[src/rtl/pc_pkg.sv]
// Shared definitions for the program-counter unit: operation encodings.
package pc_pkg;

  typedef enum logic [2:0] {
    OP_NEXT   = 3'd0,
    OP_BRANCH = 3'd1,
    OP_JUMP   = 3'd2,
    OP_CALL   = 3'd3,
    OP_RET    = 3'd4
  } op_e;

endpackage

[src/rtl/pc_ras.sv]
// Return-address stack: a circular buffer whose oldest entry is overwritten
// on push-when-full, with combinational overflow/underflow indications.
module pc_ras #(
  parameter int WIDTH = 16,
  parameter int DEPTH = 4
) (
  input  logic             clk,
  input  logic             rst,
  input  logic             push,
  input  logic             pop,
  input  logic [WIDTH-1:0] push_data,
  output logic [WIDTH-1:0] top,
  output logic             empty,
  output logic             full,
  output logic             overflow,
  output logic             underflow
);

  localparam int PTR_W = $clog2(DEPTH);
  localparam int CNT_W = $clog2(DEPTH + 1);

  logic [WIDTH-1:0] entries [DEPTH];
  logic [PTR_W-1:0] ptr;
  logic [CNT_W-1:0] count;

  assign empty     = (count == '0);
  assign full      = (count == CNT_W'(DEPTH));
  assign top       = entries[ptr - PTR_W'(1)];
  assign overflow  = push && full;
  assign underflow = pop && empty;

  // NOTE: the entry array is deliberately left out of reset; it is only read
  // when count is non-zero, so clearing it would add reset fanout for nothing.
  always_ff @(posedge clk) begin
    if (push) begin
      entries[ptr] <= push_data;
    end
  end

  // ptr names the next free slot; when full it also names the oldest entry.
  always_ff @(posedge clk) begin
    if (rst) begin
      ptr   <= '0;
      count <= '0;
    end else if (push) begin
      ptr <= ptr + PTR_W'(1);
      if (!full) begin
        count <= count + CNT_W'(1);
      end
    end else if (pop && !empty) begin
      ptr   <= ptr - PTR_W'(1);
      count <= count - CNT_W'(1);
    end
  end

endmodule

[src/rtl/pc_unit.sv]
// Program counter with sequential, branch, jump, call and return redirection
// backed by a small return-address stack.
module pc_unit
  import pc_pkg::*;
#(
  parameter int BUS_WIDTH    = 16,
  parameter int RESET_VECTOR = 0,
  parameter int PC_INC       = 1,
  parameter int RAS_DEPTH    = 4
) (
  input  logic                 clk,
  input  logic                 rst,
  input  logic                 stall,
  input  logic [2:0]           op,
  input  logic [BUS_WIDTH-1:0] target,
  input  logic [BUS_WIDTH-1:0] offset,
  output logic [BUS_WIDTH-1:0] pc,
  output logic [BUS_WIDTH-1:0] pc_plus,
  output logic                 ras_empty,
  output logic                 ras_full,
  output logic                 ras_err
);

  logic [BUS_WIDTH-1:0] pc_next;
  logic [BUS_WIDTH-1:0] ras_top;
  logic                 push;
  logic                 pop;
  logic                 overflow;
  logic                 underflow;

  assign pc_plus = pc + BUS_WIDTH'(PC_INC);

  // NOTE: every signal gets a default before the case so no path leaves one
  // unassigned, which would otherwise infer a latch.
  always_comb begin
    pc_next = pc_plus;
    push    = 1'b0;
    pop     = 1'b0;
    if (!stall) begin
      case (op_e'(op))
        OP_BRANCH: pc_next = pc + offset;
        OP_JUMP:   pc_next = target;
        OP_CALL: begin
          pc_next = target;
          push    = 1'b1;
        end
        OP_RET: begin
          pop = 1'b1;
          if (!ras_empty) begin
            pc_next = ras_top;
          end
        end
        default:   pc_next = pc_plus;
      endcase
    end
  end

  pc_ras #(
    .WIDTH (BUS_WIDTH),
    .DEPTH (RAS_DEPTH)
  ) u_ras (
    .clk       (clk),
    .rst       (rst),
    .push      (push),
    .pop       (pop),
    .push_data (pc_plus),
    .top       (ras_top),
    .empty     (ras_empty),
    .full      (ras_full),
    .overflow  (overflow),
    .underflow (underflow)
  );

  // NOTE: state registers use non-blocking assignments so every flop samples
  // the pre-edge values of its inputs.
  always_ff @(posedge clk) begin
    if (rst) begin
      pc      <= BUS_WIDTH'(RESET_VECTOR);
      ras_err <= 1'b0;
    end else if (stall) begin
      ras_err <= 1'b0;
    end else begin
      pc      <= pc_next;
      ras_err <= overflow || underflow;
    end
  end

endmodule

[config.mk]
export PLATFORM = sky130hd
export DESIGN_NAME = pc_unit
export DESIGN_NICKNAME = d
export VERILOG_FILES = /design/src/rtl/pc_pkg.sv /design/src/rtl/pc_ras.sv /design/src/rtl/pc_unit.sv
export SDC_FILE = /design/constraint.sdc
export NUM_CORES = 1
export LEC_CHECK = 0
export CORE_ASPECT_RATIO = 1.75
export CORE_MARGIN = 3
export CORE_UTILIZATION = 64
export DETAILED_ROUTE_END_ITERATION = 10
export DONT_BUFFER_PORTS = 1
export GPL_TIMING_DRIVEN = 0
export PLACE_DENSITY = 0.92
export RECOVER_POWER = 25
export SYNTH_ARGS = -nofsm -noshare
export SYNTH_HDL_FRONTEND = slang
export SYNTH_SLANG_ARGS = --single-unit
[constraint.sdc]
create_clock -name clk -period 3.25 [get_ports clk]
set_input_delay 0.65 -clock clk [delete_from_list [all_inputs] [get_ports clk]]
set_output_delay 0.65 -clock clk [all_outputs]
set_load 0.01 [all_outputs]
After elaboration in Yosys (flattened, before gate mapping)
Memories as Yosys holds them, arrays and structs flattened.
Cells that the tools add are included.
Cells by class
  equal/unequal tests: 6
  add/sub/neg operators: 6
  reductions and logical operators: 10
  mux-type cells: 13
Operator list (number)
  case mux 16 bit (3 select lines): 1
  adder 16 x 1 -> 16 bit, second input constant: 1
  adder 16 bit: 1
  2-to-1 mux 16 bit: 1
  2-to-1 mux 3 bit: 3
  equality test 3 x 2 -> 1 bit, second input constant: 2
  equality test 3 bit, second input constant: 2
  2-to-1 mux 1 bit: 6
  2-to-1 mux 2 bit: 2
  OR reduction 2 bit: 2
  adder 3 x 1 -> 3 bit, second input constant: 1
  equality test 3 x 1 -> 1 bit, second input constant: 1
  logical AND 1 bit: 3
  zero test 3 bit: 1
  subtractor 3 x 1 -> 3 bit, second input constant: 1
  adder 2 x 1 -> 2 bit, second input constant: 1
  inequality test 2 bit, second input constant: 1
  AND reduction 2 bit: 1
  nonzero test 2 bit: 1
  subtractor 2 x 1 -> 2 bit, second input constant: 1
  zero test 1 bit: 1
  logical OR 1 bit: 1
Word-level totals
  flip-flop bits (word level): 22
  input port bits: 38
  memory bits (writable): 64
  output and inout bits: 35
  logic and storage cells: 40
  memories: 1
Memory list
  u_ras.entries: words 4, bits a word 16, read ports 1, clocked after memory_dff 0, write ports 1, RTL line pc_ras.sv:22  | logic [WIDTH-1:0] entries [DEPTH];

Depth between registers and ports, before layout
Gate-level depths: netlist (run 1).
  depth in word-level cells: 6
  mapped depth: 11
  gate-level depth less buffers: 9

Cells and area by module
From an unflattened synthesis (run 1), not the netlist that was laid out.
Second synthesis, totals
  cell total of the unflattened synthesis: 403
  area, all modules: 4808.4 um^2
By module, submodules not included
  pc_ras: area each 2712.6 um^2, instances 1, seq. area each 2021.9 um^2, cells an instance 134
  pc_unit: area each 2095.8 um^2, instances 1, seq. area each 340.3 um^2, cells an instance 269

Worst setup path after synthesis (run 1)
OpenSTA, ideal clock, no wires.
  path type: register to register
  start point: reg u_ras.ptr[0]
  end point: reg pc[15]
  library setup time: 142 ps
  buffers on the path: 4
  data arrival time: 2441 ps
  cell stages (with the launch flop): 12
  period minus slack after synthesis: 2583 ps
  required time: 3108 ps
  setup slack: 667 ps
  cell sequence: dfxtp_1 buf_4 buf_2 inv_1 ha_1 clkbuf_2 clkbuf_1 mux4_2 nand2_1 o41ai_1 o21ai_0 o311ai_0
Between the ends
  word-level cells in the longest chain between the ends: 4
Ends and longest elaborated chain
  start, declared: RTL line pc_ras.sv:23  | logic [PTR_W-1:0] ptr;
  start signal, assigned: RTL line pc_ras.sv:46  | ptr <= ptr + PTR_W'(1);
  start signal, assigned: RTL line pc_ras.sv:51  | ptr <= ptr - PTR_W'(1);
  subtractor 2 x 1 -> 2 bit: RTL line pc_ras.sv:28  | assign top = entries[ptr - PTR_W'(1)];
  memory (4 x 16 bit)
  2-to-1 mux 16 bit: RTL line pc_unit.sv:49  | if (!ras_empty) begin
  case mux 16 bit (3 select lines): RTL line pc_unit.sv:40  | case (op_e'(op))
  end signal, assigned: RTL line pc_unit.sv:78  | pc <= BUS_WIDTH'(RESET_VECTOR);
  end signal, assigned: RTL line pc_unit.sv:83  | pc <= pc_next;
  end, declared: RTL line pc_unit.sv:17  | output logic [BUS_WIDTH-1:0] pc,
No other way between the ends.
A chain may end at the register's enable or synchronous reset.

Worst setup path after layout (run 1)
  start point: reg pc[3]
  end point: out pc_plus[15]
Between the ends
  word-level cells in the longest chain between the ends: 1
Ends and longest elaborated chain
  adder 16 x 1 -> 16 bit: RTL line pc_unit.sv:31  | assign pc_plus = pc + BUS_WIDTH'(PC_INC);
  end, declared: RTL line pc_unit.sv:18  | output logic [BUS_WIDTH-1:0] pc_plus,
No other way between the ends.

==> results.cfg, run 1 <==
[route]
first_pass_iters = 5
drt_iter0_drc = 343
finalWirelength_mm = 12.4
drt-wirelength-per-cell_um = 24.5
drc = 0
via_per_inst = 7.09
vias = 3602
ant_nets = 0

[placement]
postPlaceCellArea_sq_um = 4900
place_ws_ns = -0.0101
hpwl_mm = 9.14
place_congestion = 0.969
portBuffers = 0

[timing]
finalHoldViolCount = 0
setup_violations = 0
worst-slew-pin-transition_ns = 0.935
finClkSkew_ns = 0.00638
hold_ws_ns = 0.609
finalWorstSetupSlack_ns = 0.194
period_share = 0.940
relSlewSlack = 0.373
clock.fmax_ghz = 0.327
rsz0062_at_grt = no
finalCriticalPeriod_ns = 3.06
slew_viol_final = 0

[cells_and_area]
drive_above_1_share = 0.121
finalNetCount = 476
area_growth_pct = 8.19
final_core_util = 0.717
final_cell_area_sq_um = 5190

[logic_synthesis]
netlist.area_leader.share = 0.401
muxShareOfSynthArea = 0.0859
synth_edf_count = 64
yosys.area.top_type = edfxtp_1
synthDistinctLibCells = 65
synth_top_family_by_area = compound AO/OA/AOI/OAI gates
synthArstFlopShare = 0
ys_seq_area_frac = 0.493
yosys-top-cells-area = edfxtp_1 40%, dfxtp_1 9.2%, mux4_2 7.5%, ha_1 5.2%, xnor2_1 3.5%
synth-seq-cells = 86
synth_fa_ha_area_frac = 0.0605
synthSimpleGateAreaFrac = 0.114
ys.warnings.count = 0
synth-xor-area-share = 0.0438
syn_area_sq_um = 4790
syn_inst = 406
synthFlopType = edfxtp_1
synthesis.nets = 466
avgSynthCellArea_sq_um = 11.8
synth-compound-area-share = 0.159

[power]
pwr-share-comb = 0.150
seq_power_share = 0.471
ir_worst_vdd_mv = 0.440
powerDensity_nw_per_um2 = 513
clockPowerShare = 0.379
p_int_mw = 1.95
p_leak_nw = 1.79
p_sw_uw = 705
p_sw_frac = 0.265

[setup_path]
path_class = reg2out
crit_path_start_kind = register
worst-path-max-fanout = 6
critPathArrivalTime_ns = 2.41
required_ns = 2.60
end_kind = primary output

[worst_hold_path]
min_path_type = reg2reg

[floorplan]
dieHeight_um = 121
die_w_um = 71.4
die_area_sq_um = 8610
ios = 73
core_area_sq_um = 7230
rows = 41
initial_core_util = 0.663

[cts]
cts.path.max_buffers = 2
post-cts-setup-buffers = 0
clockRootBuffer = clkbuf_16
clkTransAtPathRegs_ns = 0.06
htreeDepth = 3
postCtsHoldBufs = 0
clk_latency_ns = 0.34
cts.sinks = 86
cts_made_buffers = 9
cts_tree = built

[global_routing]
grt_max_degree = 19
grt_pass1_vias = 3731
grt_pass1_wl_mm = 19.0
gr-total-overflow = 0
antenna_found_initial = 1
grt_use_total = 0.297

[status]
status = completed

[run]
maxCapViolations = 0
[through the flow]
| stage | instances | TNS [ns] | total power, mW |
|---|---|---|---|
| after floorplan | 406 | 0 | 1.57 |
| after global placement | 492 | 0 | 1.65 |
| after detailed placement | 492 | -0.0101 | 1.66 |
| after CTS | 507 | 0 | 2.66 |
| after global routing | 508 | 0 | 2.76 |
| final | 508 | 0 | 2.66 |
[layer usage]
| layer | vias to the layer above | share of wire | track usage | routed length [um] |
|---|---|---|---|---|
| met4 | 0 | 0.051 | 0.184 | 636 |
| met2 | 198 | 0.54 | 0.514 | 6680 |
| li1 | 1591 | - | - | - |
| met1 | 1761 | 0.34 | 0.325 | 4280 |
| met3 | 52 | 0.068 | 0.0607 | 851 |
| met5 | - | 0 | 0 | 0 |
[final timing paths]
path | slack, ns | to | start | cells after the start
max | 0.19 | pc_plus[15] | pc[3] | 5
min | 0.61 | ras_err | u_ras.count[2] | 2
max reg2reg | 0.26 | pc[13] | u_ras.ptr[0] | 10
min reg2reg | 0.61 | ras_err | u_ras.count[2] | 2
[power by group through the flow]
stage | clock network [mW] | registers [mW] | logic [mW]
after CTS | 1.02 | 1.25 | 0.393
after global placement | 0 | 1.27 | 0.378
after floorplan | 0 | 1.27 | 0.301
final | 1.01 | 1.25 | 0.400
after detailed placement | 0 | 1.28 | 0.389
after global routing | 1.07 | 1.25 | 0.436
[registers in the layout, summed over array words and instances (netlist names)]
register       flops
pc                16
ras_err            1
u_ras.count        3
u_ras.entries     64
u_ras.ptr          2
[repair_timing]
item | in CTS | in global routing
setup endpoints to repair | 2 | 3
resized for setup | 0 | 2
endpoints found under the hold margin | 0 | 0
[placed cells by master, fill, tap and decap left out, drive strengths merged, types with 5 or more instances in the layout]
master	n
mux4	16
dfxtp	22
xnor2	19
buf	7
xor2	5
clkbuf	26
nand3	6
ha	20
nand4	7
a221oi	16
nand2	29
nor4	7
edfxtp	64
a221o	7
inv	25
nor2	24
nor3	7
o21ai	13
a21oi	28
and2	5
a211oi	6
[worst max-delay path, stage by stage, from the launching register on]
cell and delay [ns]:
dfxtp_1 0.52, nand4_1 0.36, or2_1 0.32, clkbuf_1 0.21, nor4_4 0.33, xnor2_1 0.33
[synthesized netlist by cell type, types with 12 or more instances]
cell type,n
inv_1,22
dfxtp_1,22
clkbuf_1,15
nand2_1,29
edfxtp_1,64
xnor2_1,19
mux4_2,16
ha_1,20
o21ai_0,12
a21oi_1,26
a221oi_1,14
nor2_1,23
[layout make-up]
| type | count | area, sq um |
|---|---|---|
| diodes | 1 | 2.50 |
| flip-flops and latches | 86 | 2360 |
| fillers | 457 | 2050 |
| well taps | 86 | 108 |
| multi-input cells | 272 | 2210 |
| inverters | 23 | 86.3 |
| plain buffers | 24 | 124 |
| clock inverters | 7 | 72.6 |
| clock buffers | 9 | 225 |
[kinds of logic after synthesis]
family                     Yosys count
AOI/OAI and AO/OA                  104
and+or+nand+nor                    101
DFF                                 86
buffers and inverters               48
xor gates and xnor gates            24
adders and majority gates           22
muxes                               21
(Power assumes the default switching activity.)
==> inputs of run 2 (changes only) <==
==> constraint.sdc (replaced) <==
create_clock -name clk -period 3.25 [get_ports clk]
set_input_delay 0.65 -clock clk [delete_from_list [all_inputs] [get_ports clk]]
set_output_delay 0.65 -clock clk [all_outputs]
set_load 0.1 [all_outputs]
==> run 2 against run 1 <==
Setup slack got worse by 0.14 ns. Clock-buffer cell count increased by 3. Sequential power increased by 9.6%. Largest power group unchanged. Highest routed layer unchanged.
==> results.cfg, run 2 (synthesis results as in run 1) <==
[status]
status = completed

[power]
clockPowerShare = 0.339
p_int_mw = 1.99
seq_power_share = 0.460
ir_worst_vdd_mv = 0.320
pwr-share-comb = 0.201
p_sw_uw = 990
p_leak_nw = 1.96
p_sw_frac = 0.332
powerDensity_nw_per_um2 = 532

[worst_hold_path]
hp-start = op[2]
min_path_type = in2reg

[cells_and_area]
layout_commonest_cell = edfxtp_1
area_growth_pct = 16.7
final_cell_area_sq_um = 5600
fillCellCount = 386
largest_register_ff_count = 64
reg_top3 = u_ras.entries x64, pc x16, u_ras.count x3
finalNetCount = 489
largest_register = u_ras.entries
layout_common_cells = 64 x edfxtp_1, 29 x nand2_1, 26 x a21oi_1
drive_above_1_share = 0.198

[floorplan]
ios = 73
die_w_um = 71.4
rows = 41
die_area_sq_um = 8610
dieHeight_um = 121
core_area_sq_um = 7230
initial_core_util = 0.663

[route]
drc = 0
via_per_inst = 7.58
vias = 3950
finalWirelength_mm = 14.5
drt-wirelength-per-cell_um = 27.8
drt_iter0_drc = 476
ant_nets = 0
first_pass_iters = 6

[timing]
relSlewSlack = 0.174
finalCriticalPeriod_ns = 3.20
finalSetupTns_ns = 0
finalHoldViolCount = 0
finClkSkew_ns = 0.00744
slew_viol_final = 0
setup_violations = 0
clock.fmax_ghz = 0.313
worst-slew-pin-transition_ns = 1.24
rsz0062_at_grt = no
hold_ws_ns = 0.582
period_share = 0.984

[global_routing]
grt_pass1_vias = 4015
grt_use_total = 0.348
antenna_found_initial = 1
grt_pass1_wl_mm = 22.1
gr-total-overflow = 0
grt_max_degree = 17

[cts]
cts.sinks = 86
htreeDepth = 3
clockRootBuffer = clkbuf_16
cts.path.max_buffers = 2
cts_made_buffers = 9
clkTransAtPathRegs_ns = 0.06
clk_latency_ns = 0.34
cts_tree = built

[setup_path]
regToRegSetupSlack_ns = 0.16
path_class = reg2out
required_ns = 2.60
r2r_start = u_ras.ptr[0]
end_kind = primary output
worst-path-max-fanout = 5
crit_path_start_kind = register
critPathArrivalTime_ns = 2.55
startpoint = pc[15]

[placement]
postPlaceCellArea_sq_um = 5140
hpwl_mm = 9.81
portBuffers = 0
place_congestion = 0.966

[run]
maxCapViolations = 0
[run 2: final cells by class]
| type | count | area, sq um | area share |
|---|---|---|---|
| buffer | 24 | 125 | 0.0224 |
| inverter | 23 | 86.3 | 0.0154 |
| timing repair buffer | 13 | 139 | 0.0248 |
| sequential | 86 | 2400 | 0.428 |
| clock inverter | 4 | 47.5 | 0.00850 |
| antenna | 1 | 2.50 | 0.000447 |
| clock buffer | 12 | 236 | 0.0423 |
| tap | 86 | 108 | 0.0192 |
| multi-input combinational | 272 | 2450 | 0.439 |
[run 2: path summary, 6_finish.rpt]
kind | endpoint | cells past startpoint
max reg2reg | pc[9] | 9
max | pc_plus[15] | 2
min | ras_err | 4
min reg2reg | ras_err | 2
[run 2: worst max-delay path: stages (launching register included)]
cell	delay, ns
dfxtp_1	1.06
inv_1	0.35
xnor2_4	0.79
[run 2: metal layers]
layer  global-route usage  up-vias  part of all wire
met5                    0        -                 0
met4                0.249        0             0.070
met3               0.0691       88             0.097
met2                0.571      345              0.50
met1                0.396     1887              0.33
li1                     -     1630                 -
[run 2: what timing repair did]
action,4_1_cts,5_1_grt
hold buffers,0,0
gates resized for setup,31,2
pin swaps,2,1
endpoints found under the setup margin,37,10
setup buffers,2,1
[run 2: stage by stage]
stage,setup slack (ns),cells,total power [mW],util
after global routing,0.0120,521,3.04,0.774
after CTS,0.00879,515,2.94,0.774
after floorplan,-0.180,406,1.82,-
final,0.0512,521,2.98,0.774
after detailed placement,-0.527,498,1.95,0.710
after global placement,-0.469,492,1.91,0.694
[run 2: power groups by stage]
stage | Combinational (mW) | Clock (mW) | Sequential (mW)
2_1_floorplan | 0.447 | 0 | 1.38
3_3_place_gp | 0.521 | 0 | 1.39
3_5_place_dp | 0.562 | 0 | 1.39
4_1_cts | 0.583 | 0.992 | 1.37
5_1_grt | 0.627 | 1.04 | 1.37
6_report | 0.598 | 1.01 | 1.37
